$ cat config.mk
export PLATFORM = sky130hd
export DESIGN_NAME = dot_load_sequencer_flat
export DESIGN_NICKNAME = d
export VERILOG_FILES = /design/src/rtl/dot_pkg.sv /design/src/rtl/dot_load_sequencer_if.sv /design/src/rtl/dot_beat_counter.sv /design/src/rtl/dot_load_sequencer.sv /design/src/flat_wrapper.sv
export SDC_FILE = /design/constraint.sdc
export NUM_CORES = 1
export LEC_CHECK = 0
export ABC_CLOCK_PERIOD_IN_PS = 4600
export CAP_MARGIN = 5
export CORE_MARGIN = 2
export CORE_UTILIZATION = 41
export CTS_CLUSTER_DIAMETER = 30
export DETAILED_ROUTE_END_ITERATION = 6
export MAX_ROUTING_LAYER = met4
export PLACE_DENSITY = 0.85
export SYNTH_ARGS = -nofsm -noshare
export SYNTH_HDL_FRONTEND = slang
export SYNTH_SLANG_ARGS = --single-unit
$ cat constraint.sdc
create_clock -name clk -period 4.6 [get_ports clk]
set_input_delay 0.92 -clock clk [delete_from_list [all_inputs] [get_ports clk]]
set_output_delay 0.92 -clock clk [all_outputs]
set_load 0.02 [all_outputs]
$ cat src/rtl/dot_pkg.sv
// Shared types and constants for the dot-product load/compute sequencer.
package dot_pkg;

  localparam int unsigned DefDataInBits   = 4;
  localparam int unsigned DefPipeStages   = 4;
  localparam int unsigned DefDataWidthIn  = 8;
  localparam int unsigned DefDataWidthOut = 16;

  typedef enum logic [2:0] {
    StIdle,
    StClear,
    StLoad,
    StPad,
    StCompute,
    StDone
  } dot_state_e;

  // Operand pair on the stream and into the SRAMs: b in the high half, a in the low half.
  typedef struct packed {
    logic [DefDataWidthIn-1:0] b;
    logic [DefDataWidthIn-1:0] a;
  } dot_pair_t;

  // Datapath step count at which the accumulated result is final.
  function automatic int unsigned total_steps(input int unsigned data_in_bits,
                                              input int unsigned pipe_stages);
    return (32'd1 << data_in_bits) + pipe_stages - 32'd1;
  endfunction

endpackage

$ cat src/rtl/dot_load_sequencer_if.sv
// Operand stream in, result stream out; slave is the sequencer side.
interface dot_load_sequencer_if #(
  parameter int unsigned Data_Width_In  = 8,
  parameter int unsigned Data_Width_Out = 16
) ();

  logic                         s_valid;
  logic                         s_ready;
  logic [2*Data_Width_In-1:0]   s_data;
  logic                         s_last;
  logic                         m_valid;
  logic                         m_ready;
  logic [Data_Width_Out-1:0]    m_data;

  modport master (
    output s_valid, s_data, s_last, m_ready,
    input  s_ready, m_valid, m_data
  );

  modport slave (
    input  s_valid, s_data, s_last, m_ready,
    output s_ready, m_valid, m_data
  );

endinterface

$ cat src/rtl/dot_beat_counter.sv
// Element counter for one job: synchronous clear, increment, terminal-count flag.
module dot_beat_counter #(
  parameter int unsigned CntBits  = 5,
  parameter int unsigned Terminal = 15
) (
  input  logic               clk_i,
  input  logic               rst_ni,
  input  logic               clr_i,
  input  logic               inc_i,
  output logic [CntBits-1:0] cnt_o,
  output logic               tc_o
);

  logic [CntBits-1:0] cnt_q;

  always_ff @(posedge clk_i) begin
    if (!rst_ni || clr_i) begin
      cnt_q <= '0;
    end else if (inc_i) begin
      cnt_q <= cnt_q + CntBits'(1);
    end
  end

  assign cnt_o = cnt_q;
  assign tc_o  = (cnt_q == CntBits'(Terminal));

endmodule

$ cat src/rtl/dot_load_sequencer.sv
// Feeds operand pairs into the dot-product datapath SRAMs, runs compute, returns the result.
module dot_load_sequencer
  import dot_pkg::*;
#(
  parameter int unsigned Nums_Data_in_bits    = DefDataInBits,
  parameter int unsigned Nums_Pipeline_Stages = DefPipeStages,
  parameter int unsigned Data_Width_In        = DefDataWidthIn,
  parameter int unsigned Data_Width_Out       = DefDataWidthOut
) (
  input  logic                         clk,
  input  logic                         reset_n,
  input  logic                         start,
  input  logic                         acc_en,
  dot_load_sequencer_if.slave          bus,
  output logic                         dp_Mem_Index_reset,
  output logic                         dp_Comp_reset,
  output logic                         dp_PE_reset,
  output logic                         dp_load_from_file,
  output logic [2*Data_Width_In-1:0]   dp_input_data,
  output logic                         dp_Computing,
  output logic                         dp_load_old_output,
  input  logic [Nums_Data_in_bits:0]   dp_state,
  input  logic [Data_Width_Out-1:0]    dp_result,
  output logic                         busy,
  output logic                         len_err
);

  localparam int unsigned Nums_Data               = 1 << Nums_Data_in_bits;
  localparam int unsigned Total_Computation_Steps =
      total_steps(Nums_Data_in_bits, Nums_Pipeline_Stages);
  localparam int unsigned CntBits                 = Nums_Data_in_bits + 1;

  localparam logic [CntBits-1:0] StepsDone = CntBits'(Total_Computation_Steps);

  dot_state_e                state_q;
  dot_state_e                state_eff;
  logic                      acc_q;
  logic                      len_err_q;
  logic                      comp_first_q;
  logic [Data_Width_Out-1:0] m_data_q;

  logic                      beat_fire;
  logic                      cnt_clr;
  logic                      cnt_tc;
  logic [CntBits-1:0]        cnt;
  logic                      comp_pulse;

  // Reset is synchronous to the state, but every output must already look idle while held.
  assign state_eff = reset_n ? state_q : StIdle;

  assign beat_fire  = (state_eff == StLoad) && bus.s_valid;
  assign cnt_clr    = (state_eff == StClear);
  assign comp_pulse = (state_eff == StCompute) && comp_first_q;

  dot_beat_counter #(
    .CntBits  (CntBits),
    .Terminal (Nums_Data - 1)
  ) u_beat_counter (
    .clk_i  (clk),
    .rst_ni (reset_n),
    .clr_i  (cnt_clr),
    .inc_i  (dp_load_from_file),
    .cnt_o  (cnt),
    .tc_o   (cnt_tc)
  );

  always_ff @(posedge clk) begin
    if (!reset_n) begin
      state_q      <= StIdle;
      acc_q        <= 1'b0;
      len_err_q    <= 1'b0;
      comp_first_q <= 1'b0;
      m_data_q     <= '0;
    end else begin
      unique case (state_q)
        StIdle: begin
          if (start) begin
            acc_q     <= acc_en;
            len_err_q <= 1'b0;
            state_q   <= StClear;
          end
        end
        StClear: state_q <= StLoad;
        StLoad: begin
          if (beat_fire) begin
            if (cnt_tc) begin
              state_q      <= StCompute;
              comp_first_q <= 1'b1;
              if (!bus.s_last) len_err_q <= 1'b1;
            end else if (bus.s_last) begin
              state_q   <= StPad;
              len_err_q <= 1'b1;
            end
          end
        end
        StPad: begin
          if (cnt_tc) begin
            state_q      <= StCompute;
            comp_first_q <= 1'b1;
          end
        end
        StCompute: begin
          comp_first_q <= 1'b0;
          if (!comp_first_q && (dp_state == StepsDone)) begin
            m_data_q <= dp_result;
            state_q  <= StDone;
          end
        end
        StDone: begin
          if (bus.m_ready) state_q <= StIdle;
        end
        default: state_q <= StIdle;
      endcase
    end
  end

  always_comb begin
    bus.s_ready        = (state_eff == StLoad);
    bus.m_valid        = (state_eff == StDone);
    bus.m_data         = reset_n ? m_data_q : '0;
    busy               = (state_eff != StIdle);
    len_err            = reset_n && len_err_q;
    dp_Mem_Index_reset = !reset_n || cnt_clr;
    dp_Comp_reset      = !reset_n || cnt_clr || comp_pulse;
    dp_PE_reset        = !reset_n || cnt_clr || comp_pulse;
    dp_load_from_file  = beat_fire || (state_eff == StPad);
    dp_input_data      = beat_fire ? bus.s_data : '0;
    // Drops in the same cycle the datapath reports the final step, so it never over-counts.
    dp_Computing       = (state_eff == StCompute) && !comp_first_q && (dp_state != StepsDone);
    dp_load_old_output = acc_q && ((state_eff == StCompute) || (state_eff == StDone));
  end

endmodule

$ cat src/flat_wrapper.sv
// flat-port wrapper written by rule: the top's interface ports become plain ports
module dot_load_sequencer_flat import dot_pkg::*;
#(
  parameter int unsigned Nums_Data_in_bits    = DefDataInBits,
  parameter int unsigned Nums_Pipeline_Stages = DefPipeStages,
  parameter int unsigned Data_Width_In        = DefDataWidthIn,
  parameter int unsigned Data_Width_Out       = DefDataWidthOut
)
  (clk, reset_n, start, acc_en, dp_Mem_Index_reset, dp_Comp_reset, dp_PE_reset, dp_load_from_file, dp_input_data, dp_Computing, dp_load_old_output, dp_state, dp_result, busy, len_err, bus_s_valid, bus_s_data, bus_s_last, bus_m_ready, bus_s_ready, bus_m_valid, bus_m_data);
  dot_load_sequencer_if #(.Data_Width_In(Data_Width_In), .Data_Width_Out(Data_Width_Out)) bus_i ();
  input  logic clk;
  input  logic reset_n;
  input  logic start;
  input  logic acc_en;
  output logic dp_Mem_Index_reset;
  output logic dp_Comp_reset;
  output logic dp_PE_reset;
  output logic dp_load_from_file;
  output logic [2*Data_Width_In-1:0] dp_input_data;
  output logic dp_Computing;
  output logic dp_load_old_output;
  input  logic [Nums_Data_in_bits:0] dp_state;
  input  logic [Data_Width_Out-1:0] dp_result;
  output logic busy;
  output logic len_err;
  input wire logic [$bits(bus_i.s_valid)-1:0] bus_s_valid;
  input wire logic [$bits(bus_i.s_data)-1:0] bus_s_data;
  input wire logic [$bits(bus_i.s_last)-1:0] bus_s_last;
  input wire logic [$bits(bus_i.m_ready)-1:0] bus_m_ready;
  output wire logic [$bits(bus_i.s_ready)-1:0] bus_s_ready;
  output wire logic [$bits(bus_i.m_valid)-1:0] bus_m_valid;
  output wire logic [$bits(bus_i.m_data)-1:0] bus_m_data;
  assign bus_i.s_valid = bus_s_valid;
  assign bus_i.s_data = bus_s_data;
  assign bus_i.s_last = bus_s_last;
  assign bus_i.m_ready = bus_m_ready;
  assign bus_s_ready = bus_i.s_ready;
  assign bus_m_valid = bus_i.m_valid;
  assign bus_m_data = bus_i.m_data;
  dot_load_sequencer #(.Nums_Data_in_bits(Nums_Data_in_bits), .Nums_Pipeline_Stages(Nums_Pipeline_Stages), .Data_Width_In(Data_Width_In), .Data_Width_Out(Data_Width_Out)) u_core (.clk(clk), .reset_n(reset_n), .start(start), .acc_en(acc_en), .bus(bus_i), .dp_Mem_Index_reset(dp_Mem_Index_reset), .dp_Comp_reset(dp_Comp_reset), .dp_PE_reset(dp_PE_reset), .dp_load_from_file(dp_load_from_file), .dp_input_data(dp_input_data), .dp_Computing(dp_Computing), .dp_load_old_output(dp_load_old_output), .dp_state(dp_state), .dp_result(dp_result), .busy(busy), .len_err(len_err));
endmodule
======== Yosys cells after proc, flatten, opt, wreduce, memory -nomap -nowiden ========
Index checks and enable logic that the tools add are counted.
storage, ports and cells
  register bits after elaboration ......... 27
  bits in latches ......................... 0
  memory bits (writable) .................. 0
  ROM bits ................................ 0
  input bits .............................. 44
  memories kept ........................... 0
operators by class
  $add $sub $neg .......................... 1
  multiply operators ...................... 0
  div/mod/pow operators ................... 0
  magnitude comparators ................... 0
  eq/ne operators ......................... 20
  shift operators ......................... 0
  muxes and demuxes ....................... 20
  bitwise logic cells ..................... 0
  reductions and logical operators ........ 22
operators by type and width
  cell                                                                      number
  16-bit two-way mux                                                        2
  3-bit two-way mux                                                         8
  3-bit one-hot mux with 6 select lines                                     1
  3-bit by 2-bit equality test with 1-bit output (second input constant)    4
  3-bit equality test (second input constant)                               4
  1-bit logical AND                                                         7
  1-bit two-way mux                                                         7
  3-bit by 1-bit equality test with 1-bit output (second input constant)    2
  2-bit by 1-bit inequality test with 1-bit output (second input constant)  3
  2-bit AND reduction                                                       3
  6-bit AND reduction                                                       1
  3-bit nonzero test                                                        2
  5-bit by 1-bit adder with 5-bit output (second input constant)            1
  5-bit by 4-bit equality test with 1-bit output (second input constant)    1
  5-bit equality test (second input constant)                               1
  5-bit inequality test (second input constant)                             1
  5-bit AND reduction                                                       1
  1-bit logical OR                                                          4
  2-bit inequality test (second input constant)                             2
  3-bit logical NOT                                                         1
  3-bit by 2-bit inequality test with 1-bit output (second input constant)  1
  3-bit inequality test (second input constant)                             1
  1-bit one-hot mux with 3 select lines                                     1
  1-bit logical NOT                                                         2
  2 further kinds                                                           2

======== Longest topological paths before layout ========
  depth in word-level cells ............... 5
  mapped depth ............................ 6
  mapped depth without buffers ............ 6

======== Modules after synthesis ========
A second synthesis with hierarchy kept.
unflattened totals
  cells, all modules ...................... 200
  area, all modules ....................... 1689.1 µm²
by module, submodules not included
  module              instances  cells each  area each (µm²)  sequential area each (µm²)
  dot_load_sequencer  1          176         1450.1           440.4
  dot_beat_counter    1          24          239.0            100.1

======== Worst setup path before layout ========
OpenSTA, ideal clock, no wires.
  kind .................................... in2out
  start ................................... in reset_n
  end ..................................... out dp_PE_reset
  data arrival time ....................... 1.915 ns
  required time ........................... 3.680 ns
  setup slack ............................. 1.765 ns
  stages .................................. 4
  cell sequence ........................... buf_2 -> clkbuf_1 -> o21ai_0 -> buf_4
between the ends
  cells in the longest elaborated chain, start to end .. 4
  elaborated cells between the ends (all ways) .. 7
  those cells by class .................... eq/ne: 2; mux: 1; reduce/logical: 4
RTL lines
  element                                                                                RTL line                                            source
  start, declared                                                                        flat_wrapper.sv:12                                  input logic reset_n;
  3-bit two-way mux                                                                      dot_load_sequencer.sv:49                            assign state_eff = reset_n ? state_q : StIdle;
  3-bit by 1-bit equality test with 1-bit output or 3-bit equality test (tied branches)  dot_load_sequencer.sv:52, dot_load_sequencer.sv:53
  1-bit logical OR or 1-bit logical AND (tied branches)                                  -
  1-bit logical OR *                                                                     -
  end, declared                                                                          flat_wrapper.sv:17                                  output logic dp_PE_reset;
Every way passes the cells marked *; elsewhere a longest branch is shown, timed or not.

======== Worst setup path in the final report ========
  start ................................... in reset_n
  end ..................................... out dp_load_from_file
between the ends
  cells in the longest elaborated chain, start to end .. 4
  elaborated cells between the ends (all ways) .. 5
  those cells by class .................... eq/ne: 2; mux: 1; reduce/logical: 2
RTL lines
  element                                         RTL line                   source
  3-bit two-way mux *                             dot_load_sequencer.sv:49
  3-bit by 2-bit equality test with 1-bit output  dot_load_sequencer.sv:51   assign beat_fire = (state_eff == StLoad) && bus.s_valid;
  1-bit logical AND                               dot_load_sequencer.sv:51
  1-bit logical OR *                              dot_load_sequencer.sv:126  dp_load_from_file = beat_fire || (state_eff == StPad);
  end, declared                                   flat_wrapper.sv:18         output logic dp_load_from_file;
Marks and branches as above.

==> results by group <==
Synth
  – EDFF count, synth: 0
  – Yosys warnings: 0
  – Share of synthesized registers carrying an async set or reset: 0%
  – Top_reg_cell synth: dfxtp_1
  – Mapped Area: 1505 um2
  – Fraction of the yosys area taken by sequential cells: 35.91%
  – Yosys top cell area share: 35.91%
  – Yosys cell types: 45
  – Mapped Cells: 185
  – Syn_nets: 231
  – Avg Inst Size Synth: 8.136 um2
  – Synth top area cells: dfxtp_1 (36%), and2_1 (7.9%), nor2_1 (6.0%), a21oi_2 (5.8%), nand2_1 (4.5%)
  – Synth area leader: dfxtp_1
  – Synthesis-stage register bit count: 27
  – Most instantiated cells after synthesis: dfxtp_1 (27), nor2_1 (24), and2_1 (19)
  – Top-count cell post-synth: dfxtp_1

STA
  – Setup TNS: 0 ps
  – Hold Vio Cnt, Final: 0
  – Clk_skew: 4.478 ps
  – Fmax: 270.2 MHz
  – Period Utilization, post-route: 80.45%
  – Worst-Margin Slew: 853.7 ps
  – Slew HR: 43.09%
  – Final critical-path required period: 3701 ps
  – Final slew viol count: 0
  – RSZ-0062 raised after global routing: no
  – Final setup viols: 0

Placement
  – Post-DP HPWL: 2.853 mm
  – Port Buf Inserts: 85
  – Final Wtd Congestion: 0.7530
  – Placed cell count: 308

Power
  – Power Total: 0.4912 mW
  – Leakage power: 1.046 nW
  – Worst VDD drop: 214.6 uV
  – Pwr dens: 204.5 nW/um2

GRT
  – Largest net degree at the start of global routing: 30
  – Tot GR Track Use: 18.24%
  – GRT overflow: 0
  – Initial antenna violation count: 0
  – First-pass GRT wire length: 6.003 mm
  – Vias in the first global route: 1371

Worst setup path
  – CP Data Required Time: 3680 ps
  – Worst R2R Path Depth: 4
  – Crit path from: reset_n
  – Crit-path max FO: 29
  – Worst Path Class, Setup: primary input to output pin
  – Crit. End Element: output pin
  – Critical path arrival: 2780 ps
  – Flop2flop setup slack: 2740 ps
  – Critical R2R Launch: u_core.state_q[2]
  – Startpoint types: primary input

Drt
  – Routed met2 length: 1.800 mm
  – Post-Route WL: 3.607 mm
  – DR pass1 iterations: 4
  – Drt drc: 0
  – Vias per cell: 4.728
  – M1 wire length: 1.433 mm
  – Routed len/inst: 11.56 um
  – DR vias: 1475
  – Metal3 WL: 321 um
  – Highest Signal Layer: met4
  – Antenna Nets Post-Route: 0
  – Initial DRC Count: 28

Clocking
  – Max clock buf depth: 2
  – # H-tree levels: 1
  – Root Driver: clkbuf_8
  – Total setup buffers inserted after CTS: 0
  – Clock latency at the later pin of the worst-skew pair: 270 ps
  – CTS tree: built
  – Sink Count: 27
  – Cts bufs inserted: 3
  – CTS resizes: 0
  – Clock transition at the registers of the reported paths: 100 ps
  – CTS Hold Bufs: 0

Flow run
  – Max_cap viols: 0

Floorplan
  – Die width: 64.59 um
  – Core area: 3606 um2
  – Starting density of the core: 41.74%
  – Die ar.: 4172 um2
  – I/O pin total: 86
  – Die Span Y: 64.59 um
  – Row count: 22

Cells and area
  – Area Growth Syn to Fin: 59.60%
  – Final nets: 311
  – Layout Utilization: 66.62%
  – Fin cells: 312
  – Ant. Diodes: 0
  – Layout cells sized above 1: 10.61%

Worst hold path
  – HP Class: flop to flop
  – Hold path depth: 2
  – Hold Path Origin: u_core.m_data_q[4]

Run status
  – Outcome: finished, final reports clean
==> cells by family after synthesis <==
group / Yosys count / synth area share (%)
buffers and inverters: 28 / 8.893
AO/OA/AOI/OAI: 35 / 16.46
AND/OR/NAND/NOR: 88 / 34.00
adder cells (fa/ha/maj): 2 / 1.662
multiplexers: 2 / 1.330
XOR/XNOR: 3 / 1.746
flip-flops: 27 / 35.91
==> flip-flops by register name (all words and copies together), names as in the netlist <==
signal / flops
u_core.comp_first_q: 1
u_core.acc_q: 1
u_core.u_beat_counter.cnt_o: 5
u_core.len_err_q: 1
u_core.m_data_q: 16
u_core.state_q: 3
==> critical path, cell delays in order <==
cell and delay, ps:
clkdlybuf4s50_1 500, buf_4 290, nand2_2 160, nor3_4 250, clkdlybuf4s50_1 650
==> final timing paths <==
check / to
worst max-delay path: dp_load_from_file
worst max register to register: u_core.m_data_q[9]
worst min register to register: u_core.m_data_q[4]
worst min-delay path: u_core.m_data_q[4]
==> routing by layer <==
layer / vias to the layer above / GRT usage (%)
li1: 759 / -
met1: 659 / 20.15
met2: 53 / 33.07
met3: 4 / 3.646
met4: 0 / 5.585
met5: - / -
==> per-stage QoR <==
step,area (um2),hold WS [ps],worst slack [ps]
6_report,2402,462.8,899.4
5_1_grt,2402,488.2,789.4
4_1_cts,2402,467.0,888.5
3_5_place_dp,2354,452.6,891.3
2_1_floorplan,1505,438.0,1765
3_3_place_gp,2354,447.6,903.1
==> layout by cell type, fill, tap and decap left out, types with 4 or more instances in the layout <==
master / synthesis / routed
and2_1: 19 / 19
inv_1: 17 / 17
a21oi_1: 10 / 10
nand2_1: 18 / 18
a21oi_2: 10 / 10
o21ai_0: 4 / 4
nand2b_1: 4 / 4
nor2_1: 24 / 24
clkdlybuf4s50_1: 0 / 85
dfxtp_1: 27 / 27
nor2_2: 4 / 4
==> power by group <==
group	leakage, nW	internal, mW	switching (mW)
Clock	0.0217	0.0614	0.0765
Combinational	0.806	0.0625	0.0419
Sequential	0.218	0.238	0.0105
==> cell type report <==
| class | instances | area, um2 |
|---|---|---|
| fill | 309 | 1204 |
| timing repair buffer | 86 | 858.3 |
| multi-input combinational | 130 | 830.8 |
| sequential | 27 | 540.5 |
| inverter | 17 | 63.81 |
| tap | 48 | 60.06 |
| clock buffer | 3 | 41.29 |
| clock inverter | 1 | 7.507 |
No activity file was read; power rests on OpenSTA's default activity.
==> variant 1: new RTL, same flow settings <==
Set the package constant `DefDataInBits` to 6 (it was 4).
--- a/src/rtl/dot_pkg.sv
+++ b/src/rtl/dot_pkg.sv
@@ -1,7 +1,7 @@
 // Shared types and constants for the dot-product load/compute sequencer.
 package dot_pkg;
 
-  localparam int unsigned DefDataInBits   = 4;
+  localparam int unsigned DefDataInBits   = 6;
   localparam int unsigned DefPipeStages   = 4;
   localparam int unsigned DefDataWidthIn  = 8;
   localparam int unsigned DefDataWidthOut = 16;
Interface: changed (resized dp_state); port bits go from 86 to 88. No check against the original RTL was run, so the function may have changed too.
==> variant 1 against the original RTL <==
Critical path type unchanged; core utilization is 3.5 points higher; setup slack worse by 0.17 ns; cell area is 6.9% higher; area after synthesis is 4.4% higher; largest cell class unchanged; count of clock-buffer cells in the layout is 2 higher; worst hold slack better by 0.0013 ns; via count is 8.5% higher; highest routed layer unchanged; routed wire length is 13% higher; power is 39% higher; register-to-register slack better by 0.21 ns; sequential cell count is 2 higher; die area is 4.1% higher.
==> variant 1: results (changes against the original RTL) <==
metric,value,unit,change
largest_register,u_core.m_data_q,,
arrival,2.95,ns,+0.17 ns
antenna_found_initial,0,,unchanged
num_antenna_cells,0,,unchanged
path_delay_family,buffers and inverters,,
whs,0.4641,ns,+0.001318 ns
reg2reg_depth,4,,unchanged
yosys.area_share.adder,0.007962,,-0.008663
grt_pass1_wl,6.651,mm,+11%
grt_max_degree,19,,-37%
cpMaxStageDelayCell,clkdlybuf4s50_1,,
fin_nets,316,,+1.6%
place_congestion,0.7551,,+0.28%
placed_area,0.002434,mm²,+3.4%
synth_cell_types,44,,-2.2%
dr.pass1.iters,4,,unchanged
min_to,u_core.m_data_q[0]$_SDFFE_PN0P_,,
cts_resized,0,,unchanged
ir_drop,0.1253,mV,-42%
worstReg2RegStart,u_core.state_q[0]$_SDFFE_PN0P_,,
cts-root-buf,clkbuf_8,,
synth-compound-area-share,0.1680,,+0.003405
place_ws,0.7762,ns,-0.1151 ns
ys_top_cells_by_count,"dfxtp_1 (29), nand2_1 (23), inv_1 (20), a2bb2oi_1 (17), and2_1 (17)",,
portBuffers,87,,+2.4%
cts_htree_levels,2,,+1
layout-drive-gt1-share,0.07407,,-0.03199
post-cts-setup-buffers,0,,unchanged
clk_latency,0.29,ns,+0.02 ns
p_leak,1.122,nW,+7.3%
synthXorXnorAreaFrac,0.01672,,-0.0007366
clock_skew,0.007902,ns,+0.003424 ns
hpwl,3.105,mm,+8.8%
status,"complete, no violations",,
ys_top_cells_by_area,"dfxtp_1 (37%), a2bb2oi_1 (9.5%), and2_1 (6.8%), nand2_1 (5.5%), inv_1 (4.8%)",,
post_drt_wl_per_cell,12.76,µm,+10%
grtUsageTotal,0.2047,,+0.02231
ys_async_sr_fraction,0,,unchanged
ys_seq_area_frac,0.3694,,+0.01032
hold_path_depth,2,,unchanged
drt_iter0_drc,98,,+250%
largest_register_ffs,16,,unchanged
postSynthNetCount,232,,+0.43%
regToRegSetupSlack,2.95,ns,+0.21 ns
cts_inserted_buffers,5,,+2
slowest_delay,0.70,ns,+0.05 ns
first_global_vias,1581,,+15%
slew_headroom,0.6696,,+0.2388
min_from,u_core.m_data_q[0]$_SDFFE_PN0P_,,
synth-warning-count,0,,unchanged
synth_mux_area_frac,0.02548,,+0.01218
hold_path.class,flip-flop to flip-flop,,
clk_pin_slew,0.06,ns,-0.04 ns
viasPerCell,5.035,,+6.5%
cp_max_fo,11,,-62%
cts_buffer_depth,2,,unchanged
rr_endpoint,u_core.u_beat_counter.cnt_o[3]$_SDFFE_PP0P_,,
variant 1: cell types whose count changed after synthesis, moves of 4 or more:
cell       change
nand3_1        +4
a2bb2oi_1     +17
a21oi_1        -5
a21oi_2       -10
nand2_1        +5
nor2_2         -4
nor2_1        -13
variant 1: final cells by class:
| class | count | area, µm² |
|---|---|---|
| clock buffers | 5 | 68.82 |
| clock inverters | 3 | 65.06 |
| fillers | 302 | 1094 |
| inverters | 20 | 75.07 |
| multi-input cells | 125 | 839.6 |
| flip-flops and latches | 29 | 580.6 |
| well taps | 48 | 60.06 |
| repair buffers | 88 | 878.3 |
variant 1: logic make-up after synthesis:
group,Yosys count
and+or+nand+nor,83
AOI/OAI and AO/OA,34
buffers and inverters,31
DFF,29
muxes,4
xor gates and xnor gates,3
adders and majority gates,1
variant 1: metal layers:
metal  vias up  routed length, µm  track usage
met5         -                  0            -
met4         0                 64      0.08854
met3         6                413      0.05622
met2        94               1879       0.3308
met1       706               1701       0.2382
li1        795                  -            -
variant 1: worst max-delay path by stage:
stage	slack, ns	start	depth (start not counted)	end
after global routing	0.60	reset_n	5	dp_Mem_Index_reset
after CTS	0.75	reset_n	5	dp_Mem_Index_reset
final	0.73	reset_n	6	dp_Computing
after floorplan	1.81	reset_n	5	dp_input_data[10]
after detailed placement	0.78	reset_n	4	dp_input_data[1]
after global placement	0.79	reset_n	4	dp_input_data[1]
variant 1: metrics by stage:
stage,std cells,utilization
floorplan,185,-
global placement,310,0.6647
detailed placement,310,0.6647
CTS,318,0.7013
global route,318,0.7013
finish,318,0.7013
variant 1: power breakdown:
group / switching, mW / leakage, nW / total, mW / internal (mW)
logic: 0.0397 / 0.820 / 0.102 / 0.0625
clock network: 0.102 / 0.0681 / 0.317 / 0.215
registers: 0.00767 / 0.234 / 0.262 / 0.254
==> variant 2: new RTL, config.mk and constraints unchanged <==
Without the edit above. Reset style: asynchronous (`reset_n`), changed in one clocked block.
--- a/src/rtl/dot_load_sequencer.sv
+++ b/src/rtl/dot_load_sequencer.sv
@@ -64,7 +64,7 @@
     .tc_o   (cnt_tc)
   );
 
-  always_ff @(posedge clk) begin
+  always_ff @(posedge clk or negedge reset_n) begin
     if (!reset_n) begin
       state_q      <= StIdle;
       acc_q        <= 1'b0;
Check against the original RTL: no difference found for any inputs over 10 cycles, from zero or initial values and one cycle with reset_n low; that may be too few to reach the edited logic, so the function may still have changed.
==> variant 2 against the original RTL <==
Worst hold slack gained 0.024 ns; die area grew 6.8%; core utilization grew 0.55 points; register-to-register slack lost 0.02 ns; combinational power shrank 5%; power shrank 2.3%; cell area grew 3.9%; routed wire length grew 7.9%; largest cell class is now multi-input combinational cells; area after synthesis grew 7.2%; cell count shrank 8.7%; sequential cell count is the same; setup slack lost 0.20 ns.
==> variant 2: results (changes against the original RTL) <==
metric,value,unit,change
status,"complete, no violations",,
hold_path.class,flip-flop to flip-flop,,
nFillCells,298,,-3.6%
ys_top_cells_by_area,"dfrtp_1 (34%), and2_1 (13%), mux2_1 (7.0%), dfxtp_1 (6.2%), mux2_2 (4.9%)",,
startpoint,reset_n,,
fin_nets,284,,-8.7%
clock_skew,0.008729,ns,+0.004251 ns
largest_register,u_core.m_data_q,,
hpwl,2.987,mm,+4.7%
grt_pass1_wl,6.216,mm,+3.5%
drt_iter0_drc,55,,+96%
worstReg2RegStart,u_core.u_beat_counter.cnt_o[0]$_SDFFE_PP0P_,,
via_count,1423,,-3.5%
p_leak,1.077,nW,+2.9%
ys_top_cells_by_count,"and2_1 (33), dfrtp_1 (22), mux2_1 (10), a21oi_1 (8), mux2_2 (7)",,
routed_wl,3.891,mm,+7.9%
wl_met2,2.020,mm,+12%
cp_max_fo,48,,+66%
regToRegSetupSlack,2.72,ns,-0.02 ns
place_ws,0.6721,ns,-0.2192 ns
ys_seq_area_frac,0.4031,,+0.04400
place_congestion,0.7809,,+3.7%
clk_latency,0.27,ns,about the same
clk_pin_slew,0.10,ns,about the same
ir_drop,0.1088,mV,-49%
layout-drive-gt1-share,0.08439,,-0.02167
fmax,0.2562,GHz,-5.2%
arrival,2.98,ns,+0.20 ns
endpoint,dp_load_from_file,,
dr.pass1.iters,4,,unchanged
ys_async_sr_fraction,0.8148,,+0.8148
portBuffers,85,,unchanged
reg2reg_depth,6,,+2
cts_htree_levels,1,,unchanged
grt_max_degree,49,,+63%
slew_headroom,0.5165,,+0.08558
cts_buffer_depth,2,,unchanged
num_antenna_cells,0,,unchanged
rr_endpoint,u_core.state_q[0]$_DFFE_PN0P_,,
synth_cell_types,47,,+4.4%
wl_met1,1.670,mm,+17%
synth-warning-count,0,,unchanged
postSynthNetCount,203,,-12%
dr_wl_met3,132,µm,-59%
largest_register_ffs,16,,unchanged
grtUsageTotal,0.1851,,+0.002743
setup_viol,0,,unchanged
## variant 2: changes by cell type after synthesis, sizes merged, moves of 3 or more
cell	before	now
dfrtp	0	22
dfxtp	27	5
nor2	28	6
mux2	0	17
nand2	19	2
and2	19	33
inv	17	4
a21oi	20	8
o31ai	0	4
buf	9	6
or4	0	3
## variant 2: final cells by class
class / instances / area share
Clock buffer: 3 / 0.01654
Sequential cell: 27 / 0.2607
Timing Repair Buffer: 86 / 0.3439
Tap cell: 48 / 0.02406
Clock inverter: 1 / 0.003008
Inverter: 4 / 0.006015
Multi-Input combinational cell: 116 / 0.3459
## variant 2: per-stage QoR
stage | total power, mW | cells | cell area (µm²)
6_report | 0.4799 | 285 | 2496
5_1_grt | 0.5052 | 285 | 2496
4_1_cts | 0.4848 | 285 | 2496
3_5_place_dp | 0.3494 | 281 | 2447
3_3_place_gp | 0.3478 | 281 | 2447
2_1_floorplan | 0.2879 | 157 | 1614
## variant 2: worst min path at each step
stage / depth (start not counted) / slack [ns] / endpoint / from
2_1_floorplan: 2 / 0.45 / u_core.u_beat_counter.cnt_o[3]$_SDFFE_PP0P_ / u_core.u_beat_counter.cnt_o[3]$_SDFFE_PP0P_
3_3_place_gp: 2 / 0.46 / u_core.u_beat_counter.cnt_o[3]$_SDFFE_PP0P_ / u_core.u_beat_counter.cnt_o[3]$_SDFFE_PP0P_
3_5_place_dp: 1 / 0.47 / u_core.m_data_q[6]$_DFFE_PN0P_ / u_core.m_data_q[6]$_DFFE_PN0P_
4_1_cts: 2 / 0.49 / u_core.u_beat_counter.cnt_o[3]$_SDFFE_PP0P_ / u_core.u_beat_counter.cnt_o[3]$_SDFFE_PP0P_
5_1_grt: 1 / 0.52 / u_core.m_data_q[10]$_DFFE_PN0P_ / u_core.m_data_q[10]$_DFFE_PN0P_
6_report: 2 / 0.49 / u_core.u_beat_counter.cnt_o[3]$_SDFFE_PP0P_ / u_core.u_beat_counter.cnt_o[3]$_SDFFE_PP0P_
## variant 2: cell families (layout without fill, tap and decap cells)
kind of cell	after synthesis	count (layout)	share of synthesized area
and+or+nand+nor	71	71	0.2953
DFF	27	27	0.4031
AOI/OAI and AO/OA	24	24	0.09380
muxes	18	18	0.1248
buffers and inverters	14	94	0.06201
adders and majority gates	2	2	0.01550
xor gates and xnor gates	1	1	0.005427
## variant 2: power breakdown
part           switching [mW]  internal (mW)
Combinational          0.0392         0.0598
Sequential            0.00450          0.240
Clock                  0.0745         0.0615
## variant 2: layer usage
metal	GRT usage	vias up
li1	-	706
met1	0.2150	674
met2	0.3125	37
met3	0.03885	6
met4	0.07398	0
met5	-	-
## variant 2: worst max-delay path, stage by stage
cell             delay (ns)
clkdlybuf4s50_1        0.49
buf_4                  0.40
nand3b_1               0.31
nor2_1                 0.21
clkdlybuf4s50_1        0.63
